**src/rtl/interleaver_input_ctrl.sv**
```systemverilog
// Frame-input controller for the interleaver write path.
// Accepts one frame of 8-bit words over valid/ready, re-issues each accepted
// word as a registered write beat, pulses the address-counter clear at frame
// start and flags frames whose in_last marker disagrees with the block size.
module interleaver_input_ctrl (
  input  logic       clk,
  input  logic       reset,
  input  logic       start,
  input  logic       block_size_in,
  input  logic       in_valid,
  input  logic [7:0] in_data,
  input  logic       in_last,
  output logic       in_ready,
  output logic       wr_en,
  output logic [7:0] wr_data,
  output logic       count_enable,
  output logic       counter_clear,
  output logic       block_size,
  output logic       busy,
  output logic       done,
  output logic       length_error
);

  localparam logic [2:0] S_IDLE  = 3'd0;
  localparam logic [2:0] S_LOAD  = 3'd1;
  localparam logic [2:0] S_FILL  = 3'd2;
  localparam logic [2:0] S_FLUSH = 3'd3;
  localparam logic [2:0] S_DONE  = 3'd4;

  // Index of the final word: 132-word and 768-word frames.
  localparam logic [9:0] LAST_IDX_SMALL = 10'd131;
  localparam logic [9:0] LAST_IDX_LARGE = 10'd767;

  logic [2:0] state_q, state_d;
  logic [9:0] word_cnt_q, word_cnt_d;
  logic       block_size_q, block_size_d;
  logic       length_error_q, length_error_d;
  logic       wr_en_q, wr_en_d;
  logic [7:0] wr_data_q, wr_data_d;
  logic       in_ready_q, in_ready_d;
  logic       busy_q, busy_d;
  logic       counter_clear_q, counter_clear_d;
  logic       done_q, done_d;

  logic [9:0] last_idx_s;
  logic       xfer_s;
  logic       final_s;

  // Handshake decode: a transfer can only happen while filling, independent of in_valid timing.
  always_comb begin
    last_idx_s = block_size_q ? LAST_IDX_LARGE : LAST_IDX_SMALL;
    xfer_s     = in_valid && (state_q == S_FILL);
    final_s    = xfer_s && (word_cnt_q == last_idx_s);
  end

  // Next-state, datapath and length-check logic.
  always_comb begin
    state_d        = state_q;
    word_cnt_d     = word_cnt_q;
    block_size_d   = block_size_q;
    length_error_d = length_error_q;
    wr_en_d        = 1'b0;
    wr_data_d      = wr_data_q;

    case (state_q)
      S_IDLE: begin
        if (start) begin
          // Size and error flag are owned by the new frame from here on;
          // the error flag stays visible after DONE until the next start.
          state_d        = S_LOAD;
          block_size_d   = block_size_in;
          length_error_d = 1'b0;
          word_cnt_d     = 10'd0;
        end else begin
          state_d = S_IDLE;
        end
      end
      S_LOAD: begin
        state_d = S_FILL;
      end
      S_FILL: begin
        if (xfer_s) begin
          wr_en_d   = 1'b1;
          wr_data_d = in_data;
          // in_last is only checked, never obeyed: block size sets the length.
          if (in_last != final_s) begin
            length_error_d = 1'b1;
          end else begin
            length_error_d = length_error_q;
          end
          if (final_s) begin
            // Counter parks at zero so it never runs past the last index.
            word_cnt_d = 10'd0;
            state_d    = S_FLUSH;
          end else begin
            word_cnt_d = word_cnt_q + 10'd1;
            state_d    = S_FILL;
          end
        end else begin
          wr_en_d = 1'b0;
          state_d = S_FILL;
        end
      end
      S_FLUSH: begin
        state_d = S_DONE;
      end
      S_DONE: begin
        state_d = S_IDLE;
      end
      default: begin
        state_d = S_IDLE;
      end
    endcase

    // Status outputs are registered copies of the next-state decode so they
    // line up exactly with the state they describe.
    in_ready_d      = (state_d == S_FILL);
    busy_d          = (state_d != S_IDLE);
    counter_clear_d = (state_d == S_LOAD);
    done_d          = (state_d == S_DONE);
  end

  // State and output registers with asynchronous reset.
  always_ff @(posedge clk or posedge reset) begin
    if (reset) begin
      state_q         <= S_IDLE;
      word_cnt_q      <= 10'd0;
      block_size_q    <= 1'b0;
      length_error_q  <= 1'b0;
      wr_en_q         <= 1'b0;
      wr_data_q       <= 8'd0;
      in_ready_q      <= 1'b0;
      busy_q          <= 1'b0;
      counter_clear_q <= 1'b0;
      done_q          <= 1'b0;
    end else begin
      state_q         <= state_d;
      word_cnt_q      <= word_cnt_d;
      block_size_q    <= block_size_d;
      length_error_q  <= length_error_d;
      wr_en_q         <= wr_en_d;
      wr_data_q       <= wr_data_d;
      in_ready_q      <= in_ready_d;
      busy_q          <= busy_d;
      counter_clear_q <= counter_clear_d;
      done_q          <= done_d;
    end
  end

  assign in_ready      = in_ready_q;
  assign wr_en         = wr_en_q;
  assign wr_data       = wr_data_q;
  assign count_enable  = wr_en_q;
  assign counter_clear = counter_clear_q;
  assign block_size    = block_size_q;
  assign busy          = busy_q;
  assign done          = done_q;
  assign length_error  = length_error_q;

endmodule

```
**config.mk**
```make
export PLATFORM = sky130hd
export DESIGN_NAME = interleaver_input_ctrl
export DESIGN_NICKNAME = d
export VERILOG_FILES = /design/src/rtl/interleaver_input_ctrl.sv
export SDC_FILE = /design/constraint.sdc
export NUM_CORES = 1
export LEC_CHECK = 0
export BUFFER_PORTS_ARGS = -buffer_cell sky130_fd_sc_hd__buf_2
export CAP_MARGIN = 5
export CELL_PAD_IN_SITES_DETAIL_PLACEMENT = 1
export CELL_PAD_IN_SITES_GLOBAL_PLACEMENT = 1
export CORE_ASPECT_RATIO = 1.75
export CORE_MARGIN = 1.5
export CORE_UTILIZATION = 40
export DETAILED_ROUTE_END_ITERATION = 7
export PLACE_DENSITY = 0.8
export SYNTH_ARGS = -nofsm -noshare
export SYNTH_HDL_FRONTEND = slang
export SYNTH_SLANG_ARGS = --single-unit
```
**constraint.sdc**
```tcl
create_clock -name clk -period 2.2 [get_ports clk]
set_clock_uncertainty 0.1 [all_clocks]
set_input_delay 0.44 -clock clk [delete_from_list [all_inputs] [get_ports clk]]
set_output_delay 0.44 -clock clk [all_outputs]
set_load 0.02 [all_outputs]
```
==> impl_metrics.ini, run 1 <==
[critical_path]
end_kind = register
max_stage_delay_ns = 0.49
cp_slowest_cell = dfrtp_1
startpoint_type = register
crit_chain = nand2b_1, a211o_1, nand2b_4, o311ai_1
required_ns = 2.26
critPathMaxFanout = 14
critPathKind = register to register
r2r_slack_ns = 0.36
cp.arrival_ns = 1.90

[power_and_ir_drop]
power_density_nw_per_um2 = 1290
p_switching_mw = 0.788
p_seq_frac = 0.433
p_clk_frac = 0.137
p_total_mw = 1.96
combPwrFrac = 0.430
p_sw_frac = 0.402
leakagePower_nw = 0.720
ir_drop_uv = 588
p_int_mw = 1.17

[routing]
drtPass1Iterations = 4
drtIter0Drc = 15
drc = 0
vias = 1011
drt-vias-per-instance = 5.35
wire_per_inst_um = 15.0
wirelength_um = 2830
detail-route-antenna-nets = 0

[clock_tree]
cts_tree = yes
cts_root_buf = clkbuf_8
numCtsBuffers = 3
cts_htree_levels = 1
cts_buffer_depth = 2
clkSinkCount = 28
cts_resized = 0
clkLatencyLatePin_ns = 0.27
cts_setup_buffers = 0
cts.clk_slew.worst_paths_ns = 0.09
hold_buffers = 0

[final_layout]
finalNonFillerCells = 189
multiInputGateArea_um2 = 549
final_common_cell = buf_2
final_layout_size_suffix_gt1_frac = 0.336
final-seq-area_um2 = 701
final_cell_mix = 29 x buf_2, 28 x dfrtp_1, 13 x nand2_1
fill_cells = 374
layout.nets = 163
diodes = 0
syn2layout_area_growth_pct = 17.7

[floorplan]
dieArea_um2 = 3590
row_count = 27
initial_core_util = 0.415
ios = 30
die_w_um = 46.0
fp.dieH_um = 78.2
core-area_um2 = 3110

[synth]
ys_ff_latch = 28
syn_nets = 132
ys_seq_area_frac = 0.543
synth_ff_type = dfrtp_1
yosysUniqueCellTypes = 36
synthCells = 117
synth_edf_count = 0
ys_warn_count = 0
avgSynthCellArea_um2 = 11.0
synth_area_um2 = 1290
async_reset_ff_frac = 1.00

[worst_hold_path]
hold_path.class = primary input to asynchronous set/reset pin

[timing]
layout_min_cycle_time_ns = 1.84
setup_ws_ns = 0.358
hold_viol = 0
fmax_ghz = 0.543
tightest_slew_ns = 0.402
setup_viol = 0
rsz0062_at_grt = no
final-max-slew-violation-count = 0
finalCritPeriodShare = 0.837
slew_headroom = 0.730
setup_tns_ns = 0

[grt]
grt-ovfl-total = 0
antenna_found_initial = 0
first_global_vias = 1029
grt_max_degree = 29
grt_pass1_wl_um = 4640
globalRouteTotalUtil = 0.172

[place]
hpwl_um = 2210
pre_cts_slack_ns = 0.358
dp.cells = 186
port_buffers = 29
globalplace.congestion = 0.867

[job]
maxCapViolations = 0

[outcome]
outcome = completed
==> state kept, by name (all words and copies together) (netlist names) <==
signal,cells
wr_data,8
count_enable,1
busy,1
block_size,1
length_error,1
counter_clear,1
in_ready,1
done,1
word_cnt_q,10
state_q,3
==> layer usage <==
| layer | vias up | GRT usage | routed length [µm] |
|---|---|---|---|
| li1 | 477 | - | - |
| met1 | 502 | 0.198 | 1120 |
| met2 | 26 | 0.301 | 1530 |
| met3 | 6 | 0.0184 | 113 |
| met4 | 0 | 0.0714 | 65 |
| met5 | - | 0 | 0 |
==> power groups by stage <==
stage	Clock [mW]	Combinational, mW	Sequential, mW
2_1_floorplan	0	0.490	0.970
3_3_place_gp	0	0.827	0.845
3_5_place_dp	0	0.854	0.861
4_1_cts	0.278	0.855	0.851
5_1_grt	0.299	0.926	0.878
6_report	0.269	0.845	0.849
==> path summary, 6_finish.rpt <==
path | start | endpoint | depth (start not counted)
max | state_q[1] | word_cnt_q[5] | 4
min | reset | word_cnt_q[6] | 3
max reg2reg | state_q[1] | word_cnt_q[5] | 4
min reg2reg | wr_data[3] | wr_data[3] | 1
max in group asynchronous | reset | busy | 3
min in group clk | in_data[2] | wr_data[2] | 2
==> stage by stage <==
step                hold WS [ns]   util  instance area, µm²
finish                     0.125  0.489                1520
global route               0.149  0.489                1520
detailed placement         0.392  0.476                1480
CTS                        0.126  0.489                1520
floorplan                  0.388      -                1290
global placement           0.383  0.476                1480
==> worst max-delay path: cells and delay by family (launching register included) <==
kind / cells / cell delay, ns
compound gates: 2 / 0.71
flops: 1 / 0.49
simple gates: 2 / 0.44
==> cell type report <==
| type | instances | area share |
|---|---|---|
| Sequential cell | 28 | 0.461 |
| Multi-Input combinational cell | 80 | 0.361 |
| Timing Repair Buffer | 31 | 0.105 |
| Tap cell | 43 | 0.0354 |
| Clock buffer | 3 | 0.0272 |
| Inverter | 4 | 0.00988 |
==> logic make-up (layout without fill, tap and decap cells) <==
| logic type | Yosys count | in the layout | synth area share |
|---|---|---|---|
| multiplexers | 9 | 9 | 0.0785 |
| XOR/XNOR | 1 | 1 | 0.00678 |
| AO/OA/AOI/OAI | 23 | 23 | 0.132 |
| buffers and inverters | 9 | 38 | 0.0320 |
| adder cells (fa/ha/maj) | 1 | 1 | 0.00969 |
| AND/OR/NAND/NOR | 46 | 46 | 0.199 |
| flip-flops | 28 | 28 | 0.543 |
==> synthesized netlist by cell type (2+ instances only) <==
cell      instances  share of area
a21o_1            2          0.012
o311ai_1          2          0.014
dfrtp_1          28           0.54
o31ai_1           2          0.012
nor2_1            6          0.017
nand3_1           6          0.023
buf_2             3          0.012
nand4_1           2         0.0097
a21oi_1           3          0.012
mux2_2            9          0.078
nand2b_1          5          0.024
o22ai_1           2         0.0097
inv_1             4          0.012
o21ai_0           5          0.019
nand2_1          13          0.038
and2_1            2         0.0097
nor3_1            4          0.016
Note: power is estimated with default switching activity, not from simulation.
==> run 2: changes to the inputs <==
--- a/config.mk
+++ b/config.mk
@@ -11,9 +11,9 @@
 export CELL_PAD_IN_SITES_GLOBAL_PLACEMENT = 1
 export CORE_ASPECT_RATIO = 1.75
 export CORE_MARGIN = 1.5
-export CORE_UTILIZATION = 40
+export CORE_UTILIZATION = 36
 export DETAILED_ROUTE_END_ITERATION = 7
-export PLACE_DENSITY = 0.8
+export PLACE_DENSITY = 0.76
 export SYNTH_ARGS = -nofsm -noshare
 export SYNTH_HDL_FRONTEND = slang
 export SYNTH_SLANG_ARGS = --single-unit
==> constraint.sdc (replaced) <==
create_clock -name clk -period 1.6 [get_ports clk]
set_clock_uncertainty 0.1 [all_clocks]
set_input_delay 0.32 -clock clk [delete_from_list [all_inputs] [get_ports clk]]
set_output_delay 0.32 -clock clk [all_outputs]
set_load 0.02 [all_outputs]
==> impl_metrics.ini, run 2 (same netlist as run 1, synthesis figures left out) <==
[routing]
drt-vias-per-instance = 5.29
wl_met1_um = 1440
drtIter0Drc = 22
wl_met3_um = 120
vias = 1228
drtPass1Iterations = 6
wirelength_um = 3980
wire_per_inst_um = 17.2
wl_met2_um = 2350
dr.max_layer_used = met4
detail-route-antenna-nets = 0
drc = 0

[final_layout]
final_common_cell = buf_4
final_util = 0.587
diodes = 0
syn2layout_area_growth_pct = 54.4
largest_reg_flops = 10
layout.nets = 203
final_layout_size_suffix_gt1_frac = 0.588
largest-register = word_cnt_q
final_cell_mix = 36 x buf_4, 29 x buf_2, 26 x dfrtp_1
fill_cells = 391
final_area_um2 = 1990

[clock_tree]
clkSinkCount = 28
cts_htree_levels = 1
clkLatencyLatePin_ns = 0.28
cts_root_buf = clkbuf_8
numCtsBuffers = 3
cts.clk_slew.worst_paths_ns = 0.10
cts_tree = yes
cts_buffer_depth = 2

[grt]
grt_pass1_wl_um = 5930
first_global_vias = 1326
grt-ovfl-total = 0
grt_max_degree = 29
globalRouteTotalUtil = 0.212
antenna_found_initial = 0

[job]
maxCapViolations = 0

[timing]
setup_viol = 11
final-max-slew-violation-count = 0
finalCritPeriodShare = 1.10
layout_min_cycle_time_ns = 1.75
setup_tns_ns = -0.966
slew_headroom = 0.763
rsz0062_at_grt = yes
fmax_ghz = 0.570
tightest_slew_ns = 0.353
setup_ws_ns = -0.153
hold_viol = 21
whs_ns = -0.00658

[critical_path]
max_stage_delay_ns = 0.44
startpoint_type = register
end_kind = register
endpoint = word_cnt_q[8]
cp.arrival_ns = 1.85
r2r.worst_path.cells = 5
crit_chain = and3_4, a22o_4, a21oi_4, nand2b_4, o31ai_2
cp-startpoint = word_cnt_q[4]
critPathMaxFanout = 7
required_ns = 1.69
cp_slowest_cell = dfrtp_1
r2r-start = word_cnt_q[4]
critPathKind = register to register
r2r-end = word_cnt_q[8]
r2r_slack_ns = -0.15

[floorplan]
row_count = 28
die_w_um = 48.3
core-area_um2 = 3400
fp.dieH_um = 82.2
ios = 30
dieArea_um2 = 3970
initial_core_util = 0.380

[power_and_ir_drop]
power_density_nw_per_um2 = 1810
leakagePower_nw = 0.960
ir_drop_uv = 968

[outcome]
violations = hold timing, setup timing
outcome = complete, but fails checks

[place]
placed_area_um2 = 1680
globalplace.congestion = 0.884
pre_cts_slack_ns = -0.141
port_buffers = 29
hpwl_um = 2660

[worst_hold_path]
hold_path.class = primary input to asynchronous set/reset pin
[run 2: cell types whose count changed in the layout (fill, tap and decap cells not counted), sizes merged]
cell,previous run,this run
buf,31,71
clkbuf,3,4
[run 2: layout make-up]
class	count	area [µm²]	share of cell area
clock buffers	4	55.1	0.0276
inverters	4	15.0	0.00753
multi-input cells	80	681	0.341
flip-flops and latches	28	703	0.353
well taps	45	56.3	0.0282
repair buffers	71	483	0.242
[run 2: worst max-delay path, delay by kind of cell, from the launching register on]
kind,cells,cell delay [ns]
AO/OA/AOI/OAI,3,0.76
AND/OR/NAND/NOR,2,0.36
flip-flops,1,0.44
[run 2: per-layer routing]
metal  track usage  up-vias
met5             0        -
met4         0.100        0
met3        0.0130        7
met2         0.408       35
met1         0.206      629
li1              -      557
[run 2: through the flow]
stage | cells | power (mW)
finish | 232 | 3.60
detailed placement | 214 | 2.73
global route | 232 | 3.84
global placement | 214 | 2.65
floorplan | 117 | 2.01
CTS | 228 | 3.46
[run 2: repair_timing]
action	in CTS	in global routing
resized for setup	23	11
endpoints found under the setup margin	10	12
pin swaps	7	5
buffers inserted	10	5
hold buffers	0	0
[run 2: how the worst min path moves through the flow]
stage / startpoint / endpoint / cells after the start
global placement: reset / word_cnt_q[6] / 3
floorplan: reset / busy / 1
detailed placement: reset / word_cnt_q[6] / 3
global route: reset / word_cnt_q[9] / 3
finish: reset / word_cnt_q[9] / 3
CTS: reset / word_cnt_q[1] / 3
[run 2: report_power, final]
part	internal, mW	switching, mW
Combinational	1.03	0.998
Sequential	0.964	0.159
Clock	0.221	0.228
Total	2.21	1.38
==> run 3: changes to the inputs <==
--- a/config.mk
+++ b/config.mk
@@ -5,14 +5,16 @@
 export SDC_FILE = /design/constraint.sdc
 export NUM_CORES = 1
 export LEC_CHECK = 0
+export ABC_AREA = 1
 export BUFFER_PORTS_ARGS = -buffer_cell sky130_fd_sc_hd__buf_2
 export CAP_MARGIN = 5
 export CELL_PAD_IN_SITES_DETAIL_PLACEMENT = 1
 export CELL_PAD_IN_SITES_GLOBAL_PLACEMENT = 1
 export CORE_ASPECT_RATIO = 1.75
 export CORE_MARGIN = 1.5
-export CORE_UTILIZATION = 36
+export CORE_UTILIZATION = 35
 export DETAILED_ROUTE_END_ITERATION = 7
+export GPL_TIMING_DRIVEN = 0
 export PLACE_DENSITY = 0.76
 export SYNTH_ARGS = -nofsm -noshare
 export SYNTH_HDL_FRONTEND = slang
==> impl_metrics.ini, run 3 <==
[synth]
ys_top_cells_by_count = 42 x nand2_1, 28 x dfrtp_1, 17 x inv_1
post_synth_and_or_nand_nor_area_fraction = 0.326
synth_top_area_share = 0.513
yosysUniqueCellTypes = 30
synthCells = 157
synth_area_um2 = 1370
synth_area_leaders = dfrtp_1 51%, nand2_1 12%, inv_1 4.7%, nor2_1 4.1%, nor3_1 2.9%
ys_ff_latch = 28
ys_warn_count = 0
synth_ff_type = dfrtp_1
syn_nets = 172
avgSynthCellArea_um2 = 8.70
synth_top_area_cell = dfrtp_1
synth_top_family_by_area = simple AND/OR/NAND/NOR gates
synth_edf_count = 0
synth_xor_area_frac = 0.00641
ys_seq_area_frac = 0.513
synth_compound_area_frac = 0.0604
yosys.cell_count.top_type = nand2_1
synth_mux_area_frac = 0
yosys.area_share.adder = 0.00916
async_reset_ff_frac = 1.00

[final_layout]
final_layout_size_suffix_gt1_frac = 0.431
final_area_um2 = 1840
layout.nets = 225
finalNonFillerCells = 255
syn2layout_area_growth_pct = 34.7
largest_reg_flops = 10
final_common_cell = nand2_1
diodes = 0
final_cell_mix = 37 x nand2_1, 29 x buf_2, 28 x dfrtp_1
largest-register = word_cnt_q

[grt]
antenna_found_initial = 0
globalRouteTotalUtil = 0.173
grt_pass1_wl_um = 5800
grt-ovfl-total = 0
first_global_vias = 1307
grt_max_degree = 29

[place]
placed_area_um2 = 1570
globalplace.congestion = 0.880
hpwl_um = 2490
dp.cells = 232
port_buffers = 29
pre_cts_slack_ns = -0.0442

[critical_path]
crit_chain = inv_2, nand2_2, nor2_4, nand2_4, nand2_8, inv_2, nor2_2, a31oi_2, o21a_1
max_stage_delay_ns = 0.42
cpMostUsedCell = inv_2
critPathMaxFanout = 7
r2r.worst_path.cells = 9
endpoint = word_cnt_q[9]
cp_slowest_cell = dfrtp_1
cp_num_buf_inv = 2
r2r-start = state_q[2]
crit_cells = 9
critPathKind = register to register
cp_top_family = simple AND/OR/NAND/NOR gates
end_kind = register
required_ns = 1.67
startpoint_type = register
r2r-end = word_cnt_q[9]
r2r_slack_ns = 0.03
cp-startpoint = state_q[2]
cp.arrival_ns = 1.64

[clock_tree]
cts_buffer_depth = 2
cts.clk_slew.worst_paths_ns = 0.10
cts_root_buf = clkbuf_8
clkLatencyLatePin_ns = 0.28
clkSinkCount = 28
hold_buffers = 0
cts_tree = yes
numCtsBuffers = 3
cts_htree_levels = 1

[routing]
drc = 0
wirelength_um = 3520
drtIter0Drc = 25
vias = 1252
drt-vias-per-instance = 4.91
drtPass1Iterations = 4
detail-route-antenna-nets = 0
wire_per_inst_um = 13.8

[job]
maxCapViolations = 0

[floorplan]
fp.dieH_um = 85.7
ios = 30
row_count = 29
dieArea_um2 = 4300
die_w_um = 50.2
core-area_um2 = 3660
initial_core_util = 0.373

[timing]
layout_min_cycle_time_ns = 1.57
hold_viol = 0
setup_viol = 0
finalCritPeriodShare = 0.980
fmax_ghz = 0.638
setup_tns_ns = 0
rsz0062_at_grt = yes
setup_ws_ns = 0.0317
slew_headroom = 0.280
tightest_slew_ns = 1.08
final-max-slew-violation-count = 0

[outcome]
outcome = completed

[power_and_ir_drop]
p_total_mw = 3.13
leakagePower_nw = 0.962
ir_drop_uv = 1140
power_density_nw_per_um2 = 1700

[worst_hold_path]
hold_path.class = primary input to register
-- run 3: cell types whose count changed in the layout (fill, tap and decap cells not counted), sizes merged, moves of 4 or more --
cell,delta
nand2,+37
buf,-20
inv,+18
nor2,+14
mux2,-9
nand2b,-6
nor3,+4
-- run 3: cell families (layout without fill, tap and decap cells) --
logic type / after synthesis / after routing
buffers and inverters: 26 / 78
AOI/OAI and AO/OA: 12 / 12
adders and majority gates: 1 / 1
and+or+nand+nor: 89 / 89
DFF: 28 / 28
xor gates and xnor gates: 1 / 1
-- run 3: timing repair --
item	4_1_cts	5_1_grt
setup endpoints to repair	2	9
buffers inserted	4	15
gates resized for setup	3	12
gates cloned	0	0
pin swaps	1	13
-- run 3: how the worst min path moves through the flow --
| stage | from | depth (start not counted) | endpoint |
|---|---|---|---|
| 6_report | in_data[7] | 3 | wr_data[7] |
| 4_1_cts | in_data[7] | 3 | wr_data[7] |
| 3_3_place_gp | length_error | 2 | length_error |
| 3_5_place_dp | length_error | 2 | length_error |
| 5_1_grt | in_data[7] | 3 | wr_data[7] |
| 2_1_floorplan | reset | 1 | block_size |
-- run 3: cell type report --
cell class	count	area, µm²
Buffer	3	30.0
Clock buffer	3	41.3
Clock inverter	1	30.0
Fill cell	462	1820
Inverter	23	86.3
Multi-Input combinational cell	103	607
Sequential cell	28	701
Tap cell	46	57.6
Timing Repair Buffer	48	288
-- run 3: routing by layer --
layer | GRT usage | up-vias | routed length (µm)
li1 | - | 591 | -
met1 | 0.183 | 616 | 1310
met2 | 0.335 | 35 | 2020
met3 | 0.0174 | 10 | 102
met4 | 0.0682 | 0 | 84
met5 | 0 | - | 0
-- run 3: stage by stage --
step	utilization	hold WS, ns
2_1_floorplan	-	0.285
4_1_cts	0.459	0.130
3_3_place_gp	0.428	0.352
6_report	0.502	0.128
5_1_grt	0.502	0.128
3_5_place_dp	0.428	0.360
-- run 3: worst register-to-register path, stage by stage (launching register included) --
cell and delay, ns:
dfrtp_1 0.42, inv_2 0.09, nand2_2 0.08, nor2_4 0.16, nand2_4 0.10, nand2_8 0.11
inv_2 0.06, nor2_2 0.12, a31oi_2 0.11, o21a_1 0.12
-- run 3: report_power, final --
part / switching, mW / internal [mW]
sequential: 0.142 / 0.934
combinational: 0.897 / 0.593
clock: 0.228 / 0.335
